$ cat src/rtl/wb_byte_stream_fifo.sv
// wb_byte_stream_fifo: 8-bit Wishbone slave bridging byte TX/RX FIFOs to valid/ready streams.
// Define WB_BYTE_STREAM_FIFO_IRQ_EN to add irq_o and the STATUS[7:5] interrupt enables.
module wb_byte_stream_fifo #(
  parameter int aw         = 32,
  parameter int DEPTH_LOG2 = 4
) (
  input  logic          wb_clk_i,
  input  logic          wb_rst_i,
  input  logic [aw-1:0] wbs_adr_i,
  input  logic [7:0]    wbs_dat_i,
  input  logic          wbs_we_i,
  input  logic          wbs_cyc_i,
  input  logic          wbs_stb_i,
  input  logic [2:0]    wbs_cti_i,
  input  logic [1:0]    wbs_bte_i,
  output logic [7:0]    wbs_dat_o,
  output logic          wbs_ack_o,
  output logic          wbs_err_o,
  output logic          wbs_stall_o,
  output logic          wbs_rty_o,
`ifdef WB_BYTE_STREAM_FIFO_IRQ_EN
  output logic          irq_o,
`endif
  output logic [7:0]    tx_data_o,
  output logic          tx_valid_o,
  input  logic          tx_ready_i,
  input  logic [7:0]    rx_data_i,
  input  logic          rx_valid_i,
  output logic          rx_ready_o
);
  localparam int depth = 1 << DEPTH_LOG2;
  localparam int cw    = DEPTH_LOG2 + 1;
  logic [7:0] tx_mem [depth];
  logic [7:0] rx_mem [depth];
  logic [DEPTH_LOG2-1:0] tx_wp, tx_rp, rx_wp, rx_rp;
  logic [cw-1:0] tx_cnt, rx_cnt;
  logic rx_ovr, tx_empty, tx_full, rx_empty, rx_full;
  logic accept, sel_data, sel_stat, bad, tx_push, tx_pop, rx_push, rx_pop, w1c;
  logic [1:0] a;
  logic [2:0] ien;
  logic [7:0] status, rd_val;
  logic unused;
  assign unused = ^{wbs_cti_i, wbs_bte_i, wbs_adr_i[aw-1:2]};
  assign a        = wbs_adr_i[1:0];
  assign tx_empty = tx_cnt == '0;
  assign tx_full  = tx_cnt[DEPTH_LOG2];
  assign rx_empty = rx_cnt == '0;
  assign rx_full  = rx_cnt[DEPTH_LOG2];
  assign accept   = wbs_cyc_i & wbs_stb_i & ~wbs_ack_o & ~wbs_err_o;
  assign sel_data = a == 2'd0;
  assign sel_stat = a == 2'd1;
  // flags are the registered state, so a same-cycle stream transfer never rescues an access
  assign bad      = accept & sel_data & (wbs_we_i ? tx_full : rx_empty);
  assign tx_push  = accept & wbs_we_i & sel_data & ~tx_full;
  assign rx_pop   = accept & ~wbs_we_i & sel_data & ~rx_empty;
  assign tx_pop   = tx_valid_o & tx_ready_i;
  assign rx_push  = rx_valid_i & rx_ready_o;
  assign w1c      = accept & wbs_we_i & sel_stat & wbs_dat_i[4];
  assign status   = {ien, rx_ovr, rx_full, rx_empty, tx_full, tx_empty};
  assign rd_val   = a == 2'd0 ? rx_mem[rx_rp] :
                    a == 2'd1 ? status :
                    a == 2'd2 ? 8'(tx_cnt) : 8'(rx_cnt);
  assign tx_valid_o  = ~tx_empty;
  assign tx_data_o   = tx_mem[tx_rp];
  assign rx_ready_o  = ~rx_full & ~wb_rst_i;
  assign wbs_stall_o = wbs_stb_i & (wbs_ack_o | wbs_err_o);
  assign wbs_rty_o   = 1'b0;
  always_ff @(posedge wb_clk_i) begin
    if (tx_push) tx_mem[tx_wp] <= wbs_dat_i;
    if (rx_push) rx_mem[rx_wp] <= rx_data_i;
  end
  always_ff @(posedge wb_clk_i) begin
    if (wb_rst_i) begin
      wbs_ack_o <= 1'b0;
      wbs_err_o <= 1'b0;
      wbs_dat_o <= '0;
      tx_wp     <= '0;
      tx_rp     <= '0;
      rx_wp     <= '0;
      rx_rp     <= '0;
      tx_cnt    <= '0;
      rx_cnt    <= '0;
      rx_ovr    <= 1'b0;
    end else begin
      wbs_ack_o <= accept & ~bad;
      wbs_err_o <= bad;
      wbs_dat_o <= (accept & ~bad & ~wbs_we_i) ? rd_val : '0;
      if (tx_push) tx_wp <= tx_wp + 1'b1;
      if (tx_pop) tx_rp <= tx_rp + 1'b1;
      if (rx_push) rx_wp <= rx_wp + 1'b1;
      if (rx_pop) rx_rp <= rx_rp + 1'b1;
      tx_cnt    <= tx_cnt + cw'(tx_push) - cw'(tx_pop);
      rx_cnt    <= rx_cnt + cw'(rx_push) - cw'(rx_pop);
      rx_ovr    <= (rx_ovr & ~w1c) | (rx_valid_i & rx_full);
    end
  end
`ifdef WB_BYTE_STREAM_FIFO_IRQ_EN
  always_ff @(posedge wb_clk_i) begin
    if (wb_rst_i) begin
      ien   <= '0;
      irq_o <= 1'b0;
    end else begin
      if (accept & wbs_we_i & sel_stat) ien <= wbs_dat_i[7:5];
      irq_o <= |(ien & {rx_ovr, tx_empty, ~rx_empty});
    end
  end
`else
  assign ien = '0;
`endif
endmodule

$ cat config.mk
export PLATFORM = sky130hd
export DESIGN_NAME = wb_byte_stream_fifo
export DESIGN_NICKNAME = d
export VERILOG_FILES = /design/src/rtl/wb_byte_stream_fifo.sv
export SDC_FILE = /design/constraint.sdc
export NUM_CORES = 1
export LEC_CHECK = 0
export CAP_MARGIN = 20
export CORE_AREA = 4 4 180 147
export DETAILED_ROUTE_END_ITERATION = 6
export DIE_AREA = 0 0 184 151
export GPL_TIMING_DRIVEN = 1
export PLACE_DENSITY = 0.75
export SLEW_MARGIN = 20
export SYNTH_ARGS = -nofsm -noshare
export SYNTH_HDL_FRONTEND = slang
export SYNTH_SLANG_ARGS = --single-unit
$ cat constraint.sdc
create_clock -name wb_clk_i -period 4.3 [get_ports wb_clk_i]
set_clock_uncertainty 0.05 [all_clocks]
set_input_delay 0.86 -clock wb_clk_i [delete_from_list [all_inputs] [get_ports wb_clk_i]]
set_output_delay 0.86 -clock wb_clk_i [all_outputs]
set_load 0.01 [all_outputs]
==> results of run 1 <==
## routing by layer
layer	up-vias	GRT usage [%]	part of all wire, %
met1	3251	26.1	42
met4	0	4.69	1.9
li1	2772	-	-
met2	255	28.3	48
met5	-	0	0
met3	41	3.27	8.3
## final cells by class
type	count	area (µm²)
Clock buffer	32	779
Clock inverter	24	273
Fill cell	1838	10900
Inverter	20	75.1
Multi-Input combinational cell	313	3130
Sequential cell	301	8590
Tap cell	324	405
Timing Repair Buffer	76	696
## critical path, stage by stage, from the launching register on
cell	delay, ns
dfxtp_2	0.34
buf_12	0.24
mux4_2	0.57
mux4_2	0.49
clkdlybuf4s50_1	0.54
## worst min-delay path by stage
| stage | startpoint | end | slack (ns) | cells after the start |
|---|---|---|---|---|
| after floorplan | rx_ovr$_SDFF_PP0_ | rx_ovr$_SDFF_PP0_ | 0.38 | 2 |
| after global placement | rx_ovr$_SDFF_PP0_ | rx_ovr$_SDFF_PP0_ | 0.40 | 2 |
| after detailed placement | rx_ovr$_SDFF_PP0_ | rx_ovr$_SDFF_PP0_ | 0.40 | 2 |
| after CTS | rx_ovr$_SDFF_PP0_ | rx_ovr$_SDFF_PP0_ | 0.41 | 2 |
| after global routing | rx_ovr$_SDFF_PP0_ | rx_ovr$_SDFF_PP0_ | 0.45 | 2 |
| final | rx_ovr$_SDFF_PP0_ | rx_ovr$_SDFF_PP0_ | 0.43 | 2 |
## placed cells by master, fill, tap and decap left out, drive strengths merged, types with 8 or more instances in the layout
cell	synthesis	final
nor3	12	12
clkdlybuf4s50	0	45
nand2	29	29
mux2i	11	11
clkinv	0	11
nand3	10	10
xor2	8	8
ha	21	21
mux4	67	67
nor2b	9	9
nor2	47	47
edfxtp	256	256
clkbuf	15	32
buf	19	31
inv	20	23
dfxtp	45	45
a21oi	19	19
## cell families after synthesis
kind of cell / after synthesis / synth area share [%]
flip-flops: 301 / 71.9
AND/OR/NAND/NOR: 138 / 5.75
multiplexers: 80 / 13.7
AO/OA/AOI/OAI: 56 / 3.06
buffers and inverters: 54 / 1.86
adder cells (fa/ha/maj): 23 / 2.54
XOR/XNOR: 15 / 1.10
other: 1 / 0.0314
## power by group
| part | switching, mW | internal [mW] | total (mW) |
|---|---|---|---|
| Sequential | 0.0593 | 3.23 | 3.29 |
| Clock | 1.10 | 1.62 | 2.72 |
| Combinational | 0.469 | 0.490 | 0.959 |
| Total | 1.63 | 5.34 | 6.97 |
## flip-flops by register name (all words and copies together), names as in the netlist, named ones only
signal / count
rx_mem: 128
tx_mem: 128
wbs_dat_o: 8
rx_cnt: 5
tx_cnt: 5
rx_rp: 4
rx_wp: 4
tx_rp: 4
tx_wp: 4
rx_ovr: 1
wbs_ack_o: 1
wbs_err_o: 1
## stage by stage
stage	instance area (µm²)	std cells	hold slack [ns]	setup WS (ns)	util, %
CTS	13900	1090	0.410	0.560	56.1
finish	13900	1090	0.426	0.612	56.1
floorplan	11900	668	0.384	1.08	-
global placement	12900	1034	0.396	0.414	51.9
global route	13900	1090	0.448	0.520	56.1
detailed placement	12900	1034	0.401	0.303	51.9
==> impl_metrics.csv, run 1 <==
group,metric,value,unit
timing,tns,0,ns
timing,grt_setup_unrepaired,"false",
timing,fin_crit_sh,85.8,%
logic_synthesis,ys_ff_latch,301,
die,coreArea,24900,µm²
cells_and_area,antenna_cells,0,
global_route,grt_pass1_vias,6458,
timing,finalSetupViolCount,0,
die,die_y,151,µm
timing,hold_viol_final,0,
clocking,root_buffer,"clkbuf_16",
power_and_ir_drop,p_leak,4.46,nW
timing,period_needed,3.69,ns
routing,wirelength,24900,µm
worst_setup_path,critPathArrivalTime,2.78,ns
place,routabilityCongestion,0.807,
place,hpwl,15900,µm
die,die_w,184,µm
worst_setup_path,end_kind,"output pin",
clocking,clock_sinks,301,
power_and_ir_drop,p_total,6.97,mW
worst_setup_path,cp_max_fo,32,
logic_synthesis,yosysWarningCount,0,
clocking,clkTransAtPathRegs,0.06,ns
logic_synthesis,netlist-cell-type-count,52,
timing,finalMaxSlewViolations,0,
cells_and_area,nNetsFinal,825,
logic_synthesis,synth_seq_area_share,71.9,%
logic_synthesis,async_flop_share,0,%
clocking,cts_resized,0,
logic_synthesis,syn_area_per_cell,17.9,µm²
clocking,cts_tree,"built",
routing,wl_per_cell,22.8,µm
worst_setup_path,r2r_cells,14,
die,initial_core_util,48.1,%
worst_setup_path,regToRegStartpoint,"tx_cnt[3]$_SDFF_PP0_",
global_route,grt_pass1_wl,37900,µm
worst_setup_path,path_class,"register to output pin",
clocking,htree_num_levels,1,
timing,slew-limit-headroom,37.1,%
power_and_ir_drop,ir_drop,352,µV
global_route,gr-total-overflow,0,
routing,drc,0,
logic_synthesis,yosys.cell_count.top_type,"edfxtp_1",
logic_synthesis,synth_cells,668,
routing,routed_via_density,5.80,
routing,via_count,6319,
clocking,insertion_delay,0.55,ns
global_route,grt_antenna_before_repair,0,
die,fp-row-count,52,
routing,final_antenna_net_count,0,
clocking,postCtsSetupBuffers,0,
die,num_io_pins,82,
cells_and_area,drive_gt1_share,20.4,%
routing,drtPass1Iterations,5,
die,die-area,27800,µm²
global_route,grt_util_all_layers,17.9,%
logic_synthesis,synth_top_flop_cell,"edfxtp_1",
worst_setup_path,reg2reg_to,"tx_cnt[4]$_SDFF_PP0_",
global_route,grt_max_degree,34,
logic_synthesis,synth_edf_count,256,
logic_synthesis,syn_nets,751,
clocking,cts_hold_buffers,0,
power_and_ir_drop,power_density,500,nW/µm²
cells_and_area,area_growth,16.8,%
logic_synthesis,synth_top_cell_by_area,"edfxtp_1",
worst_setup_path,required,3.39,ns
logic_synthesis,netlist_area,11900,µm²
clocking,clk_path_buf_depth,3,
min_path,hold_class,"register to register",
logic_synthesis,synth_top_area_share,64.4,%
worst_setup_path,start_kind,"register",
timing,worstMarginPinSlew,0.940,ns
logic_synthesis,synthTopCellsByCount,"256 x edfxtp_1, 67 x mux4_2, 47 x nor2_1, 45 x dfxtp_1, 29 x nand2_1",
clocking,numCtsBuffers,30,
timing,clock.fmax,271,MHz
job,cap_violations,0,
worst_setup_path,critPathCapture,"tx_data_o[5]",
status,status,"completed",
routing,drt_iter0_markers,678,
worst_setup_path,ff2ff_setup_slack,1.10,ns
place,numPortBuffers,45,
logic_synthesis,synthTopCellsByArea,"edfxtp_1 64%, mux4_2 13%, dfxtp_1 7.5%, ha_1 2.2%, nor2_1 1.5%",
Note: power is estimated with default switching activity, not from simulation.
==> run 2: changes to the inputs <==
--- a/config.mk
+++ b/config.mk
@@ -6,9 +6,10 @@
 export NUM_CORES = 1
 export LEC_CHECK = 0
 export CAP_MARGIN = 20
-export CORE_AREA = 4 4 180 147
+export CORE_AREA = 3 3 179 146
+export CTS_CLUSTER_SIZE = 28
 export DETAILED_ROUTE_END_ITERATION = 6
-export DIE_AREA = 0 0 184 151
+export DIE_AREA = 0 0 182 149
 export GPL_TIMING_DRIVEN = 1
 export PLACE_DENSITY = 0.75
 export SLEW_MARGIN = 20
==> run 2 against run 1 <==
- sequential share of layout area up 1.1 points
- sequential cell count unchanged
- critical endpoint is now tx_data_o[1]
- design area down 1.8%
- via count down 3.6%
- critical path depth unchanged
- clock power down 12%
- global-route usage down 0.60 points
- first-iteration DRC count down 40%
==> impl_metrics.csv, run 2 (synthesis results as in run 1) <==
group,metric,value,unit
job,cap_violations,0,
worst_setup_path,regToRegStartpoint,"tx_cnt[3]$_SDFF_PP0_",
timing,clock.fmax,275,MHz
clocking,clock_sinks,301,
timing,hold_viol_final,0,
global_route,gr-total-overflow,0,
routing,wirelength,23000,µm
die,num_io_pins,82,
worst_setup_path,required,3.39,ns
global_route,grt_antenna_before_repair,0,
die,die_w,182,µm
cells_and_area,final_cell_mix,"256 x edfxtp_1, 67 x mux4_2, 47 x nor2_1",
min_path,min_path_cells,2,
place,routabilityCongestion,0.818,
timing,finalMaxSlewViolations,0,
cells_and_area,final_util,56.2,%
clocking,cts_resized,0,
clocking,cts_hold_buffers,0,
power_and_ir_drop,ir_drop,419,µV
routing,final_antenna_net_count,0,
die,initial_core_util,49.0,%
cells_and_area,nNetsFinal,813,
power_and_ir_drop,power_density,484,nW/µm²
min_path,holdPathEnd,"rx_ovr$_SDFF_PP0_",
clocking,htree_num_levels,1,
worst_setup_path,critPathArrivalTime,2.72,ns
routing,wl_per_cell,21.5,µm
clocking,postCtsSetupBuffers,0,
worst_setup_path,start_kind,"register",
min_path,hold_class,"register to register",
routing,drtPass1Iterations,5,
place,hpwl,15300,µm
die,fp-row-count,51,
die,die-area,27100,µm²
timing,worstMarginPinSlew,1.03,ns
worst_setup_path,path_class,"register to output pin",
clocking,insertion_delay,0.54,ns
worst_setup_path,reg2reg_to,"tx_cnt[4]$_SDFF_PP0_",
global_route,grt_pass1_vias,6438,
die,coreArea,24400,µm²
routing,routed_via_density,5.70,
worst_setup_path,end_kind,"output pin",
timing,period_needed,3.63,ns
status,status,"completed",
worst_setup_path,cp_max_fo,32,
timing,finalSetupViolCount,0,
clocking,numCtsBuffers,29,
place,numPortBuffers,45,
worst_setup_path,r2r_cells,14,
routing,drt_iter0_markers,407,
timing,slew-limit-headroom,31.6,%
timing,grt_setup_unrepaired,"false",
routing,via_count,6089,
clocking,clkTransAtPathRegs,0.06,ns
min_path,hp-start,"rx_ovr$_SDFF_PP0_",
clocking,clk_path_buf_depth,3,
clocking,root_buffer,"clkbuf_16",
global_route,grt_util_all_layers,17.3,%
cells_and_area,antenna_cells,0,
timing,fin_crit_sh,84.5,%
clocking,cts_tree,"built",
worst_setup_path,ff2ff_setup_slack,1.14,ns
timing,tns,0,ns
routing,drc,0,
cells_and_area,layout_commonest_cell,"edfxtp_1",
power_and_ir_drop,p_leak,4.33,nW
global_route,grt_max_degree,37,
die,die_y,149,µm
cells_and_area,largestRegisters,"rx_mem (128), tx_mem (128), wbs_dat_o (8)",
cells_and_area,drive_gt1_share,18.1,%
cells_and_area,area_growth,14.7,%
global_route,grt_pass1_wl,36600,µm
[run 2: final cells by class]
| class | count | area [µm²] |
|---|---|---|
| Multi-Input combinational cell | 313 | 3130 |
| Sequential cell | 301 | 8590 |
| Clock inverter | 17 | 144 |
| Fill cell | 1820 | 10700 |
| Clock buffer | 35 | 748 |
| Tap cell | 318 | 398 |
| Timing Repair Buffer | 65 | 613 |
| Inverter | 20 | 75.1 |
[run 2: worst max-delay path by stage]
stage	from	to	slack, ns	cells past startpoint
floorplan	wbs_adr_i[1]	rx_cnt[4]$_SDFF_PP0_	1.08	11
global placement	wbs_stb_i	rx_cnt[4]$_SDFF_PP0_	0.45	11
detailed placement	wbs_stb_i	rx_cnt[4]$_SDFF_PP0_	0.39	11
CTS	register	tx_data_o[1]	0.61	4
global route	register	tx_data_o[2]	0.56	4
finish	register	tx_data_o[1]	0.67	4
[run 2: power breakdown]
| part | leakage [nW] | switching, mW | internal (mW) |
|---|---|---|---|
| Combinational | 1.24 | 0.458 | 0.489 |
| Clock | 0.428 | 1.04 | 1.36 |
| Sequential | 2.67 | 0.0587 | 3.23 |
[run 2: critical path, cell delays in order (launching register included)]
cell and delay (ns):
dfxtp_2 0.34, buf_12 0.26, mux4_2 0.58, mux4_2 0.50, clkdlybuf4s50_1 0.50
[run 2: layer usage]
metal / vias up / track usage [%] / share of wire (%)
met3: 45 / 3.05 / 7.0
met1: 3069 / 23.5 / 41
li1: 2754 / - / -
met2: 221 / 29.2 / 50
met5: - / 0 / 0
met4: 0 / 4.83 / 2.3
[run 2: metrics by stage]
stage	setup slack [ns]	total power, mW	std cells	hold slack, ns	area, µm²
2_1_floorplan	1.08	3.98	668	0.384	11900
3_3_place_gp	0.448	4.25	1017	0.398	12800
3_5_place_dp	0.390	4.30	1017	0.413	12800
4_1_cts	0.607	6.70	1069	0.422	13700
5_1_grt	0.557	6.91	1069	0.464	13700
6_report	0.667	6.63	1069	0.425	13700
